## src/rtl/gpu_cmd_pkg.sv

```systemverilog
// Shared GPU command-decode definitions: opcodes, field positions, sequencer states.
package gpu_cmd_pkg;

  localparam logic [4:0] OP_RST_ALL_MEM = 5'b11000;
  localparam logic [4:0] OP_RST_LAYERS  = 5'b11001;
  localparam logic [4:0] OP_WR_LAYER    = 5'b10001;

  localparam int OP_MSB    = 15;
  localparam int OP_LSB    = 11;
  localparam int LAYER_MSB = 8;
  localparam int LAYER_LSB = 6;
  localparam int ALL_BIT   = 5;

  typedef enum logic [1:0] {
    IDLE,
    WRITE,
    CLEAR,
    DONE
  } seq_state_e;

endpackage

```

## src/rtl/layer_header_sequencer_if.sv

```systemverilog
// Layer header RAM port: single-port, one-cycle read latency.
interface layer_header_sequencer_if #(
  parameter int HDR_W = 32
);
  logic             mem_en;
  logic             mem_we;
  logic [2:0]       mem_addr;
  logic [HDR_W-1:0] mem_wdata;
  logic [HDR_W-1:0] mem_rdata;

  modport master (
    output mem_en,
    output mem_we,
    output mem_addr,
    output mem_wdata,
    input  mem_rdata
  );

  modport slave (
    input  mem_en,
    input  mem_we,
    input  mem_addr,
    input  mem_wdata,
    output mem_rdata
  );
endinterface

```

## src/rtl/layer_hdr_port_arb.sv

```systemverilog
// RAM port arbiter: renderer reads win, but a pending command write is forced
// through after STARVE_MAX consecutive read grants.
module layer_hdr_port_arb #(
  parameter int HDR_W      = 32,
  parameter int STARVE_MAX = 4
) (
  input  logic                      clk,
  input  logic                      rst_n,
  input  logic                      wr_pend,
  input  logic [2:0]                wr_addr,
  input  logic [HDR_W-1:0]          wr_data,
  input  logic                      rd_req,
  input  logic [2:0]                rd_layer,
  output logic                      rd_gnt,
  output logic                      wr_issue,
  layer_header_sequencer_if.master  mem
);

  localparam logic [3:0] STARVE_LIM = 4'(STARVE_MAX);

  logic [3:0] starve_cnt_q;
  logic [3:0] starve_cnt_d;

  // Grant decision, starve counter update and RAM port mux.
  always_comb begin
    rd_gnt        = rd_req && (starve_cnt_q < STARVE_LIM);
    wr_issue      = wr_pend && !rd_gnt;
    starve_cnt_d  = '0;
    if (wr_pend && rd_gnt) begin
      starve_cnt_d = starve_cnt_q + 4'd1;
    end
    mem.mem_en    = rd_gnt || wr_issue;
    mem.mem_we    = wr_issue;
    mem.mem_addr  = wr_issue ? wr_addr : rd_layer;
    mem.mem_wdata = wr_issue ? wr_data : '0;
  end

  // Starve counter register.
  always_ff @(posedge clk or negedge rst_n) begin
    if (!rst_n) begin
      starve_cnt_q <= '0;
    end else begin
      starve_cnt_q <= starve_cnt_d;
    end
  end

endmodule

```

## src/rtl/layer_header_sequencer.sv

```systemverilog
// Layer header command sequencer: decodes write/clear/clear-all commands and
// drives the header RAM through the shared port arbiter.
module layer_header_sequencer
  import gpu_cmd_pkg::*;
#(
  parameter int               HDR_W      = 32,
  parameter logic [HDR_W-1:0] CLEAR_VAL  = '0,
  parameter int               STARVE_MAX = 4
) (
  input  logic                      clk,
  input  logic                      rst_n,
  input  logic                      cmd_valid,
  output logic                      cmd_ready,
  input  logic [15:0]               cmd_word,
  input  logic [HDR_W-1:0]          cmd_data,
  input  logic                      rd_req,
  input  logic [2:0]                rd_layer,
  output logic                      rd_gnt,
  output logic                      rd_valid,
  output logic [HDR_W-1:0]          rd_data,
  output logic                      busy,
  output logic                      done,
  output logic                      cmd_ignored,
  layer_header_sequencer_if.master  mem
);

  seq_state_e       state_q, state_d;
  logic [2:0]       layer_q, layer_d;
  logic [HDR_W-1:0] data_q, data_d;
  logic [2:0]       clr_cnt_q, clr_cnt_d;
  logic             ign_q, ign_d;
  logic             rd_valid_q;

  logic             accept;
  logic             wr_pend;
  logic             wr_issue;
  logic [2:0]       wr_addr;
  logic [HDR_W-1:0] wr_data;
  logic             unused_cmd_bits;

  assign unused_cmd_bits = ^{cmd_word[10:9], cmd_word[4:0]};

  assign cmd_ready   = (state_q == IDLE) || (state_q == DONE);
  assign busy        = (state_q == WRITE) || (state_q == CLEAR);
  assign done        = (state_q == DONE);
  assign cmd_ignored = ign_q;
  assign accept      = cmd_valid && cmd_ready;
  assign wr_pend     = busy;
  assign wr_addr     = (state_q == CLEAR) ? clr_cnt_q : layer_q;
  assign wr_data     = (state_q == CLEAR) ? CLEAR_VAL : data_q;
  assign rd_valid    = rd_valid_q;
  // RAM output is already the registered read result; mask it outside rd_valid.
  assign rd_data     = rd_valid_q ? mem.mem_rdata : '0;

  layer_hdr_port_arb #(
    .HDR_W      (HDR_W),
    .STARVE_MAX (STARVE_MAX)
  ) u_arb (
    .clk      (clk),
    .rst_n    (rst_n),
    .wr_pend  (wr_pend),
    .wr_addr  (wr_addr),
    .wr_data  (wr_data),
    .rd_req   (rd_req),
    .rd_layer (rd_layer),
    .rd_gnt   (rd_gnt),
    .wr_issue (wr_issue),
    .mem      (mem)
  );

  // Next-state: progress current operation, then decode a newly accepted command.
  always_comb begin
    state_d   = state_q;
    layer_d   = layer_q;
    data_d    = data_q;
    clr_cnt_d = clr_cnt_q;
    ign_d     = 1'b0;
    case (state_q)
      WRITE: if (wr_issue) state_d = DONE;
      CLEAR: begin
        if (wr_issue) begin
          if (clr_cnt_q == 3'd7) state_d = DONE;
          else                   clr_cnt_d = clr_cnt_q + 3'd1;
        end
      end
      DONE:    state_d = IDLE;
      default: ;
    endcase
    if (accept) begin
      layer_d   = cmd_word[LAYER_MSB:LAYER_LSB];
      clr_cnt_d = '0;
      case (cmd_word[OP_MSB:OP_LSB])
        OP_RST_ALL_MEM: state_d = CLEAR;
        OP_RST_LAYERS: begin
          if (cmd_word[ALL_BIT]) begin
            state_d = CLEAR;
          end else begin
            state_d = WRITE;
            data_d  = CLEAR_VAL;
          end
        end
        OP_WR_LAYER: begin
          state_d = WRITE;
          data_d  = cmd_data;
        end
        default: begin
          state_d = IDLE;
          ign_d   = 1'b1;
        end
      endcase
    end
  end

  // Sequencer registers and read-valid pipeline.
  always_ff @(posedge clk or negedge rst_n) begin
    if (!rst_n) begin
      state_q    <= IDLE;
      layer_q    <= '0;
      data_q     <= '0;
      clr_cnt_q  <= '0;
      ign_q      <= 1'b0;
      rd_valid_q <= 1'b0;
    end else begin
      state_q    <= state_d;
      layer_q    <= layer_d;
      data_q     <= data_d;
      clr_cnt_q  <= clr_cnt_d;
      ign_q      <= ign_d;
      rd_valid_q <= rd_gnt;
    end
  end

endmodule

```

## src/flat_wrapper.sv

```systemverilog
// flat-port wrapper written by rule: the top's interface ports become plain ports
module layer_header_sequencer_flat import gpu_cmd_pkg::*;
#(
  parameter int               HDR_W      = 32,
  parameter logic [HDR_W-1:0] CLEAR_VAL  = '0,
  parameter int               STARVE_MAX = 4
)
  (clk, rst_n, cmd_valid, cmd_ready, cmd_word, cmd_data, rd_req, rd_layer, rd_gnt, rd_valid, rd_data, busy, done, cmd_ignored, mem_mem_en, mem_mem_we, mem_mem_addr, mem_mem_wdata, mem_mem_rdata);
  layer_header_sequencer_if #(.HDR_W(HDR_W)) mem_i ();
  input  logic clk;
  input  logic rst_n;
  input  logic cmd_valid;
  output logic cmd_ready;
  input  logic [15:0] cmd_word;
  input  logic [HDR_W-1:0] cmd_data;
  input  logic rd_req;
  input  logic [2:0] rd_layer;
  output logic rd_gnt;
  output logic rd_valid;
  output logic [HDR_W-1:0] rd_data;
  output logic busy;
  output logic done;
  output logic cmd_ignored;
  output wire logic [$bits(mem_i.mem_en)-1:0] mem_mem_en;
  output wire logic [$bits(mem_i.mem_we)-1:0] mem_mem_we;
  output wire logic [$bits(mem_i.mem_addr)-1:0] mem_mem_addr;
  output wire logic [$bits(mem_i.mem_wdata)-1:0] mem_mem_wdata;
  input wire logic [$bits(mem_i.mem_rdata)-1:0] mem_mem_rdata;
  assign mem_mem_en = mem_i.mem_en;
  assign mem_mem_we = mem_i.mem_we;
  assign mem_mem_addr = mem_i.mem_addr;
  assign mem_mem_wdata = mem_i.mem_wdata;
  assign mem_i.mem_rdata = mem_mem_rdata;
  layer_header_sequencer #(.HDR_W(HDR_W), .CLEAR_VAL(CLEAR_VAL), .STARVE_MAX(STARVE_MAX)) u_core (.clk(clk), .rst_n(rst_n), .cmd_valid(cmd_valid), .cmd_ready(cmd_ready), .cmd_word(cmd_word), .cmd_data(cmd_data), .rd_req(rd_req), .rd_layer(rd_layer), .rd_gnt(rd_gnt), .rd_valid(rd_valid), .rd_data(rd_data), .busy(busy), .done(done), .cmd_ignored(cmd_ignored), .mem(mem_i));
endmodule
```

## config.mk

```make
export PLATFORM = sky130hd
export DESIGN_NAME = layer_header_sequencer_flat
export DESIGN_NICKNAME = d
export VERILOG_FILES = /design/src/rtl/gpu_cmd_pkg.sv /design/src/rtl/layer_header_sequencer_if.sv /design/src/rtl/layer_hdr_port_arb.sv /design/src/rtl/layer_header_sequencer.sv /design/src/flat_wrapper.sv
export SDC_FILE = /design/constraint.sdc
export NUM_CORES = 1
export LEC_CHECK = 0
export BUFFER_PORTS_ARGS = -buffer_cell sky130_fd_sc_hd__clkbuf_2
export CAP_MARGIN = 20
export CORE_MARGIN = 2
export CORE_UTILIZATION = 42
export CTS_CLUSTER_SIZE = 16
export DETAILED_ROUTE_END_ITERATION = 12
export HOLD_SLACK_MARGIN = 0.05
export PLACE_DENSITY = 0.9
export SYNTH_ARGS = -nofsm -noshare
export SYNTH_HDL_FRONTEND = slang
export SYNTH_SLANG_ARGS = --single-unit
```

## constraint.sdc

```tcl
create_clock -name clk -period 2.3 [get_ports clk]
set_input_delay 0.23 -clock clk [delete_from_list [all_inputs] [get_ports clk]]
set_output_delay 0.23 -clock clk [all_outputs]
set_load 0.05 [all_outputs]
```

* Word-level counts from Yosys, hierarchy flattened
Cells that the tools add are included.
** Cells by class
- Add/sub/neg operators :: 2
- Order comparisons :: 1
- Equal/unequal tests :: 12
- Mux-type cells :: 21
- Reduce and logical (&&, ||, !) cells :: 17
** Operators with widths (number)
- 2-to-1 mux 32 bit :: 4
- one-hot mux 32 bit (2 select lines) :: 1
- 2-to-1 mux 3 bit :: 6
- equality test 5 bit, second input constant :: 3
- one-hot mux 2 bit (3 select lines) :: 2
- 2-to-1 mux 2 bit :: 5
- inequality test 3 x 2 -> 1 bit, second input constant :: 3
- AND reduction 3 bit :: 2
- nonzero test 2 bit :: 3
- adder 4 x 1 -> 4 bit, second input constant :: 1
- equality test 2 bit, second input constant :: 2
- logical AND 1 bit :: 4
- less-than comparator 4 x 3 -> 1 bit, second input constant :: 1
- 2-to-1 mux 4 bit :: 1
- AND reduction 4 bit :: 1
- nonzero test 4 bit :: 1
- adder 3 x 1 -> 3 bit, second input constant :: 1
- equality test 3 bit, second input constant :: 1
- logical OR 1 bit :: 3
- OR reduction 3 bit :: 1
- equality test 2 x 1 -> 1 bit, second input constant :: 1
- logical NOT 2 bit :: 1
- 2-to-1 mux 1 bit :: 2
- inequality test 2 x 1 -> 1 bit, second input constant :: 1
- 2 further kinds :: 2
** Word-level totals
- Bits in registers :: 46
- Input bits :: 87
- Output and inout port bits :: 75
- Logic and storage cells :: 60

* Longest topological paths before layout
Gate-level depths: netlist of the first run.
- Depth in word-level cells :: 7
- Mapped depth :: 7
- Gate-level depth less buffers :: 5

* By module
A second synthesis of the first run with hierarchy kept.
** Second synthesis, totals
- Cell total of the unflattened synthesis :: 256
- Area, all modules :: 2767.7 sq um
** Modules (own cells, without submodules)
- layer_header_sequencer :: instances 1, cells each 191, area an instance 2187.1 sq um, seq. area each 1051.0 sq um
- layer_hdr_port_arb :: instances 1, cells each 65, area an instance 580.6 sq um, seq. area each 100.1 sq um

* Worst setup path after synthesis of the first run
Ideal clock, no wire load.
- Kind :: register to output
- From :: register u_core.state_q[0]
- To :: output port mem_mem_addr[0]
- Arrival :: 2.860 ns
- Required time :: 2.070 ns
- Setup slack :: -0.790 ns
- Cell stages (with the launch flop) :: 7
- Path buffers :: 1
- Cell sequence :: dfrtp_1 > inv_1 > ha_1 > buf_2 > inv_1 > nand2_1 > o21ai_0
** On the way
- Word-level cells in the longest chain between the ends :: 4
- Elaborated cells between the ends (all ways) :: 6
- Classes of those cells :: eq/ne (2); mux (2); reduce/logical (2)
** Ends and longest elaborated chain
- start: declaration :: RTL line layer_header_sequencer.sv:27 : seq_state_e state_q, state_d;
- start signal: assignment :: RTL line layer_header_sequencer.sv:124 : state_q <= state_d;
- equality test 2 x 1 -> 1 bit / equality test 2 bit (equally long branches) :: RTL line layer_header_sequencer.sv:44 : assign busy = (state_q == WRITE) || (state_q == CLEAR);
- logical OR 1 bit (*) :: RTL line layer_header_sequencer.sv:44
- named net busy :: RTL line flat_wrapper.sv:21 : output logic busy;
- logical AND 1 bit (*) :: RTL line layer_hdr_port_arb.sv:27 : wr_issue = wr_pend && !rd_gnt;
- 2-to-1 mux 3 bit (*) :: RTL line layer_hdr_port_arb.sv:34 : mem.mem_addr = wr_issue ? wr_addr : rd_layer;
- end: declaration :: RTL line flat_wrapper.sv:26 : output wire logic [$bits(mem_i.mem_addr)-1:0] mem_mem_addr;
The timed path passes the listed nets; every way through them passes the cells marked *.

* Worst setup path in the final report of the first run
- From :: register u_core.u_arb.starve_cnt_q[2]
- To :: output port mem_mem_wdata[1]
** On the way
- Word-level cells in the longest chain between the ends :: 5
** Ends and longest elaborated chain
- start: declaration :: RTL line layer_hdr_port_arb.sv:21 : logic [3:0] starve_cnt_q;
- start signal: assignment :: RTL line layer_hdr_port_arb.sv:43 : starve_cnt_q <= starve_cnt_d;
- less-than comparator 4 x 3 -> 1 bit :: RTL line layer_hdr_port_arb.sv:26 : rd_gnt = rd_req && (starve_cnt_q < STARVE_LIM);
- logical AND 1 bit :: RTL line layer_hdr_port_arb.sv:26
- logical NOT 1 bit :: RTL line layer_hdr_port_arb.sv:27
- logical AND 1 bit :: RTL line layer_hdr_port_arb.sv:27
- 2-to-1 mux 32 bit :: RTL line layer_hdr_port_arb.sv:35 : mem.mem_wdata = wr_issue ? wr_data : '0;
- end: declaration :: RTL line flat_wrapper.sv:27 : output wire logic [$bits(mem_i.mem_wdata)-1:0] mem_mem_wdata;
Every way passes these cells.

==> impl_metrics.tcl, run 1 <==
set metrics [dict create \
    grt_use_total_pct 18.5 \
    cap_violations 0 \
    rr_startpoint "u_core.state_q[0]" \
    drt-total-wl_mm 6.02 \
    synth.distinct_cells 32 \
    fin_crit_sh_pct 95.0 \
    grt_pass1_wl_mm 9.37 \
    final_util_pct 61.7 \
    tritoncts "built" \
    p_total_w 0.00209 \
    drtAntennaViolNets 0 \
    syn_nets 311 \
    clk_pin_slew_ns 0.09 \
    vias 2159 \
    outcome "finished clean" \
    critPathKind "reg -> out" \
    min-delay-start "cmd_data[19]" \
    drc 0 \
    max_slew_margin_pct 56.9 \
    synth.avg_cell_area_sq_um 11.0 \
    fp.dieW_microns 79.5 \
    synth_edf_count 0 \
    hpwl_mm 4.65 \
    switchingPower_w 0.000715 \
    whs_endpoint "u_core.data_q[19]" \
    grt_overflow 0 \
    synth-seq-cells 46 \
    hold_viol_final 0 \
    fmax_mhz 458 \
    yosysWarnings 0 \
    pin_count 162 \
    netlist_instances 218 \
    rsz0062_at_grt "false" \
    async_flop_share_pct 100 \
    clock_latency_ns 0.31 \
    post_cts_buffers 0 \
    port_buffers 154 \
    cp-end-kind "output pin" \
    ys_seq_area_share_pct 48.1 \
    cp_max_fo 32 \
    drt_pass1_iterations 4 \
    fin_crit_ns 2.18 \
    swShare_pct 34.1 \
    crit_arrival_ns 1.95 \
    fillers 462 \
    diodes 0 \
    cts.sinks 46 \
    max_slew.worst_pin.slew_ns 0.647 \
    skew_ns 0.00742 \
    vdd_drop_max_uv 418 \
    slew_violations 0 \
    htree_num_levels 2 \
    clockPowerShare_pct 23.3 \
    r2r_end "u_core.data_q[9]" \
    cp-start-kind "flop" \
    synth_flop_cell "dfrtp_1" \
    die_h_microns 79.5 \
    min_delay_path_depth 2 \
    design.die.area_sq_mm 0.00632 \
    grt_max_degree 47 \
    row_count 27 \
    grt_pass1_vias 2085 \
    internal_power_w 0.00138 \
    pwr_density_cell_mw_per_mm2 616 \
    finalSetupTns_ns 0 \
    gp_congestion 0.786 \
    worstPathRequired_ns 2.07 \
    hold_class "in -> reg" \
    cts_inserted_buffers 5 \
    drt-initial-drc-count 76 \
    antenna_found_initial 0 \
    cts-root-buf "clkbuf_8" \
    r2r_cells 7 \
    start_util_pct 43.5 \
    cts.path.max_buffers 2 \
    layout.nets 462 \
    setup_viol 0 \
    netlist_area_sq_mm 0.00239 \
    p_seq_share_pct 47.3 \
    area_delta_synth_final_pct 41.9 \
    drive_gt1_share_pct 50.0 \
    design.core.area_sq_mm 0.00551 \
    wl_per_cell_microns 13.6 \
    p_comb_share_pct 29.4 \
    p_leak_nw 1.86 \
    via_per_inst 4.88 \
    r2r_setup_slack_ns 0.35 \
]
[flip-flops by register name, summed over array words and instances, names as in the netlist]
signal and cells:
u_core.data_q 32, u_core.u_arb.starve_cnt_q 4, u_core.clr_cnt_q 3, u_core.layer_q 3, u_core.state_q 2, u_core.cmd_ignored 1
u_core.rd_valid 1
[power groups by stage]
stage	Clock (W)	Combinational [W]	Sequential (W)
final	0.000489	0.000615	0.000991
after global routing	0.000546	0.000655	0.00101
after CTS	0.000509	0.000613	0.000990
after detailed placement	0	0.000607	0.00101
after global placement	0	0.000595	0.000996
after floorplan	0	0.000431	0.000994
[layer usage]
metal / up-vias / GRT usage [%] / wire length [microns] / part of all wire, %
met5: - / 0 / 0 / 0
met4: 0 / 9.14 / 145 / 2.4
met3: 16 / 3.17 / 251 / 4.2
met2: 59 / 32.4 / 3170 / 53
met1: 1035 / 21.9 / 2450 / 41
li1: 1049 / - / - / -
[cells by family (layout without fill, tap and decap cells)]
kind of cell	Yosys count	after routing	share of synthesized area (%)
simple gates	86	86	23.8
compound gates	44	44	14.9
fa+ha+maj	6	6	3.13
flops	46	46	48.1
other cells	1	1	0.157
mux	10	10	4.39
buf+inv	25	177	5.59
[cell usage after synthesis (all sizes together), types with 2 or more instances]
| library cell | count | area [sq um] |
|---|---|---|
| and2 | 64 | 400 |
| dfrtp | 46 | 1150 |
| a22o | 32 | 280 |
| buf | 10 | 77.6 |
| inv | 8 | 30.0 |
| nand2 | 8 | 30.0 |
| clkbuf | 7 | 26.3 |
| ha | 6 | 75.1 |
| mux2i | 6 | 60.1 |
| o21ai | 6 | 30.0 |
| mux2 | 4 | 45.0 |
| and3 | 2 | 12.5 |
| nand4b | 2 | 23.8 |
| nor3 | 2 | 15.0 |
| o211ai | 2 | 15.0 |
| o311ai | 2 | 17.5 |
| or3b | 2 | 20.0 |
[worst max-delay path, cell delays in order (launching register included)]
cell and delay, ns:
dfrtp_1 0.37, or3b_4 0.44, inv_2 0.21, nor3_2 0.07
buf_6 0.17, and2_1 0.18, clkbuf_4 0.21
[placed cells by master, fill, tap and decap left out, types with 2 or more instances in the layout]
master	n
o21ai_0	3
mux2_2	4
o211ai_1	2
o311ai_1	2
clkbuf_4	20
clkbuf_2	120
clkinvlp_4	2
buf_2	14
ha_1	5
clkbuf_8	5
buf_4	5
nand2_1	7
inv_1	6
and3_1	2
mux2i_1	6
a22o_1	32
dfrtp_1	46
o21ai_4	3
and2_1	64
[worst max path at each step]
stage	from	end	cells past startpoint
finish	u_core.u_arb.starve_cnt_q[2]	mem_mem_wdata[1]	6
global route	u_core.state_q[0]	mem_mem_addr[1]	7
CTS	u_core.state_q[0]	mem_mem_wdata[1]	6
detailed placement	u_core.state_q[0]	u_core.data_q[9]	7
global placement	u_core.state_q[0]	mem_mem_wdata[1]	6
floorplan	u_core.state_q[0]	mem_mem_we	6
[what timing repair did]
action	in CTS	in global routing
resized for setup	0	56
setup endpoints to repair	0	36
hold buffers	1	0
hold endpoints to repair	46	0
[cell type report]
type | count | area, sq um | area share, %
clock buffers | 5 | 68.8 | 2.03
flip-flops and latches | 46 | 1150 | 33.9
well taps | 72 | 90.1 | 2.65
multi-input cells | 147 | 1150 | 33.9
clock inverters | 3 | 21.3 | 0.626
inverters | 8 | 33.8 | 0.994
repair buffers | 161 | 880 | 25.9
[through the flow]
stage / setup WS [ns] / instance area [sq um] / instances / hold slack, ns
6_report: 0.115 / 3400 / 442 / 0.133
2_1_floorplan: 0.0740 / 2440 / 218 / -0.0656
4_1_cts: 0.0258 / 3340 / 442 / 0.120
3_5_place_dp: 0.364 / 3240 / 433 / 0.351
5_1_grt: 0.0171 / 3400 / 442 / 0.123
3_3_place_gp: 0.405 / 3240 / 433 / 0.342
No activity file was read; power rests on OpenSTA's default activity.
==> run 2, diff against run 1 <==
--- a/config.mk
+++ b/config.mk
@@ -8,11 +8,11 @@
 export BUFFER_PORTS_ARGS = -buffer_cell sky130_fd_sc_hd__clkbuf_2
 export CAP_MARGIN = 20
 export CORE_MARGIN = 2
-export CORE_UTILIZATION = 42
+export CORE_UTILIZATION = 40
 export CTS_CLUSTER_SIZE = 16
 export DETAILED_ROUTE_END_ITERATION = 12
 export HOLD_SLACK_MARGIN = 0.05
-export PLACE_DENSITY = 0.9
+export PLACE_DENSITY = 0.86
 export SYNTH_ARGS = -nofsm -noshare
 export SYNTH_HDL_FRONTEND = slang
 export SYNTH_SLANG_ARGS = --single-unit
==> run 2 against run 1 <==
Against the previous run: maximum frequency decreased by 0.31%; cell count increased by 0.68%; combinational power about the same; largest cell class unchanged; non-clock buffer count unchanged; flip-flop and latch count unchanged; sequential power about the same; register-to-register slack improved by 0.03 ns; sequential share of layout area decreased by 0.78 points; clock power increased by 45%; critical path depth unchanged; critical path type unchanged; total power increased by 11%; critical endpoint is now mem_mem_wdata[24]; via count decreased by 0.97%.
==> impl_metrics.tcl, run 2 (synthesized netlist as in run 1, its figures left out) <==
set metrics [dict create \
    outcome "finished clean" \
    final_util_pct 59.5 \
    vias 2138 \
    finalSetupTns_ns 0 \
    max_slew_margin_pct 58.4 \
    via_per_inst 4.80 \
    clk_pin_slew_ns 0.09 \
    drt_pass1_iterations 4 \
    dpl_cell_area_sq_mm 0.00326 \
    crit_arrival_ns 1.96 \
    grt_use_total_pct 17.5 \
    clock_latency_ns 0.30 \
    pwr_density_cell_mw_per_mm2 666 \
    setup_viol 0 \
    tritoncts "built" \
    r2r_setup_slack_ns 0.38 \
    min-delay-start "cmd_data[7]" \
    slew_violations 0 \
    port_buffers 154 \
    cts.sinks 46 \
    drt-initial-drc-count 59 \
    gp_congestion 0.741 \
    cap_violations 0 \
    p_total_w 0.00232 \
    fin_crit_ns 2.19 \
    vdd_drop_max_uv 463 \
    grt_overflow 0 \
    fp.dieW_microns 81.4 \
    skew_ns 0.0103 \
    grt_max_degree 47 \
    hold_class "in -> reg" \
    hpwl_mm 4.43 \
    hold_viol_final 0 \
    p_leak_nw 1.88 \
    pin_count 162 \
    design.core.area_sq_mm 0.00585 \
    final_cell_mix "clkbuf_2, and2_1, dfrtp_1" \
    min_delay_path_depth 2 \
    fin_crit_sh_pct 95.3 \
    layout.nets 462 \
    r2r_end "u_core.data_q[30]" \
    cp-start-kind "flop" \
    cp_max_fo 14 \
    diodes 0 \
    whs_endpoint "u_core.data_q[7]" \
    r2r_cells 7 \
    startpoint "u_core.state_q[0]" \
    max_slew.worst_pin.slew_ns 0.624 \
    cts_inserted_buffers 5 \
    top_regs "u_core.data_q x32, u_core.u_arb.starve_cnt_q x4" \
    fillers 517 \
    rr_startpoint "u_core.state_q[0]" \
    design.die.area_sq_mm 0.00662 \
    largest_register_ffs 32 \
    antenna_found_initial 0 \
    drc 0 \
    row_count 28 \
    regMostFlops "u_core.data_q" \
    drtAntennaViolNets 0 \
    area_delta_synth_final_pct 45.2 \
    wl_per_cell_microns 13.2 \
    multi_input_area_sq_mm 0.00116 \
    register_area_sq_mm 0.00115 \
    critPathKind "reg -> out" \
    cts.path.max_buffers 2 \
    start_util_pct 40.9 \
    grt_pass1_wl_mm 9.08 \
    final_cell_area_sq_mm 0.00348 \
    worstPathRequired_ns 2.07 \
    cp-end-kind "output pin" \
    layout_commonest_cell "clkbuf_2" \
    die_h_microns 81.4 \
    fmax_mhz 456 \
    grt_pass1_vias 1970 \
    cts-root-buf "clkbuf_8" \
    drt-total-wl_mm 5.88 \
    post_cts_buffers 0 \
    drive_gt1_share_pct 50.0 \
    htree_num_levels 2 \
]
[run 2: cell count changes in the layout (fill, tap and decap cells not counted), sizes merged]
cell,delta
buf,-5
clkbuf,+5
bufinv,+2
clkinv,-1
clkinvlp,-1
[run 2: how the worst max path moves through the flow]
stage | endpoint | slack, ns | cells after the start
global placement | mem_mem_wdata[12] | 0.29 | 6
global route | mem_mem_wdata[25] | -0.02 | 6
CTS | mem_mem_wdata[13] | 0.006 | 6
floorplan | mem_mem_we | 0.07 | 6
finish | mem_mem_wdata[24] | 0.11 | 6
detailed placement | mem_mem_wdata[13] | 0.24 | 6
[run 2: final cells by class]
| class | count | area share, % |
|---|---|---|
| sequential | 46 | 33.1 |
| timing repair buffer | 161 | 25.8 |
| inverter | 8 | 0.971 |
| clock buffer | 5 | 1.98 |
| multi-input combinational | 147 | 33.5 |
| tap | 75 | 2.70 |
| clock inverter | 3 | 1.98 |
[run 2: metal layers]
| metal | vias to the layer above | track usage [%] | routed length, microns |
|---|---|---|---|
| met2 | 61 | 31.0 | 3080 |
| li1 | 1054 | - | - |
| met4 | 0 | 5.76 | 73 |
| met3 | 7 | 2.78 | 292 |
| met1 | 1016 | 21.6 | 2440 |
| met5 | - | 0 | 0 |
[run 2: timing repair]
item	in CTS	in global routing
hold endpoints to repair	46	0
setup endpoints to repair	32	36
hold buffers	1	0
resized for setup	19	19
[run 2: stage by stage]
stage / worst slack (ns) / std cells / hold slack [ns]
after floorplan: 0.0740 / 218 / -0.0656
after global placement: 0.286 / 436 / 0.346
after detailed placement: 0.241 / 436 / 0.363
after CTS: 0.00608 / 445 / 0.130
after global routing: -0.0178 / 445 / 0.131
final: 0.109 / 445 / 0.137
[run 2: critical path: stages, from the launching register on]
cell	delay, ns
dfrtp_1	0.41
inv_1	0.10
ha_4	0.32
nor3_4	0.24
buf_4	0.20
and2_1	0.13
clkbuf_2	0.27
[run 2: where the power goes]
group	internal, W	switching [W]
sequential	0.000927	0.0000628
clock	0.000435	0.000274
combinational	0.000244	0.000374
total	0.00161	0.000711
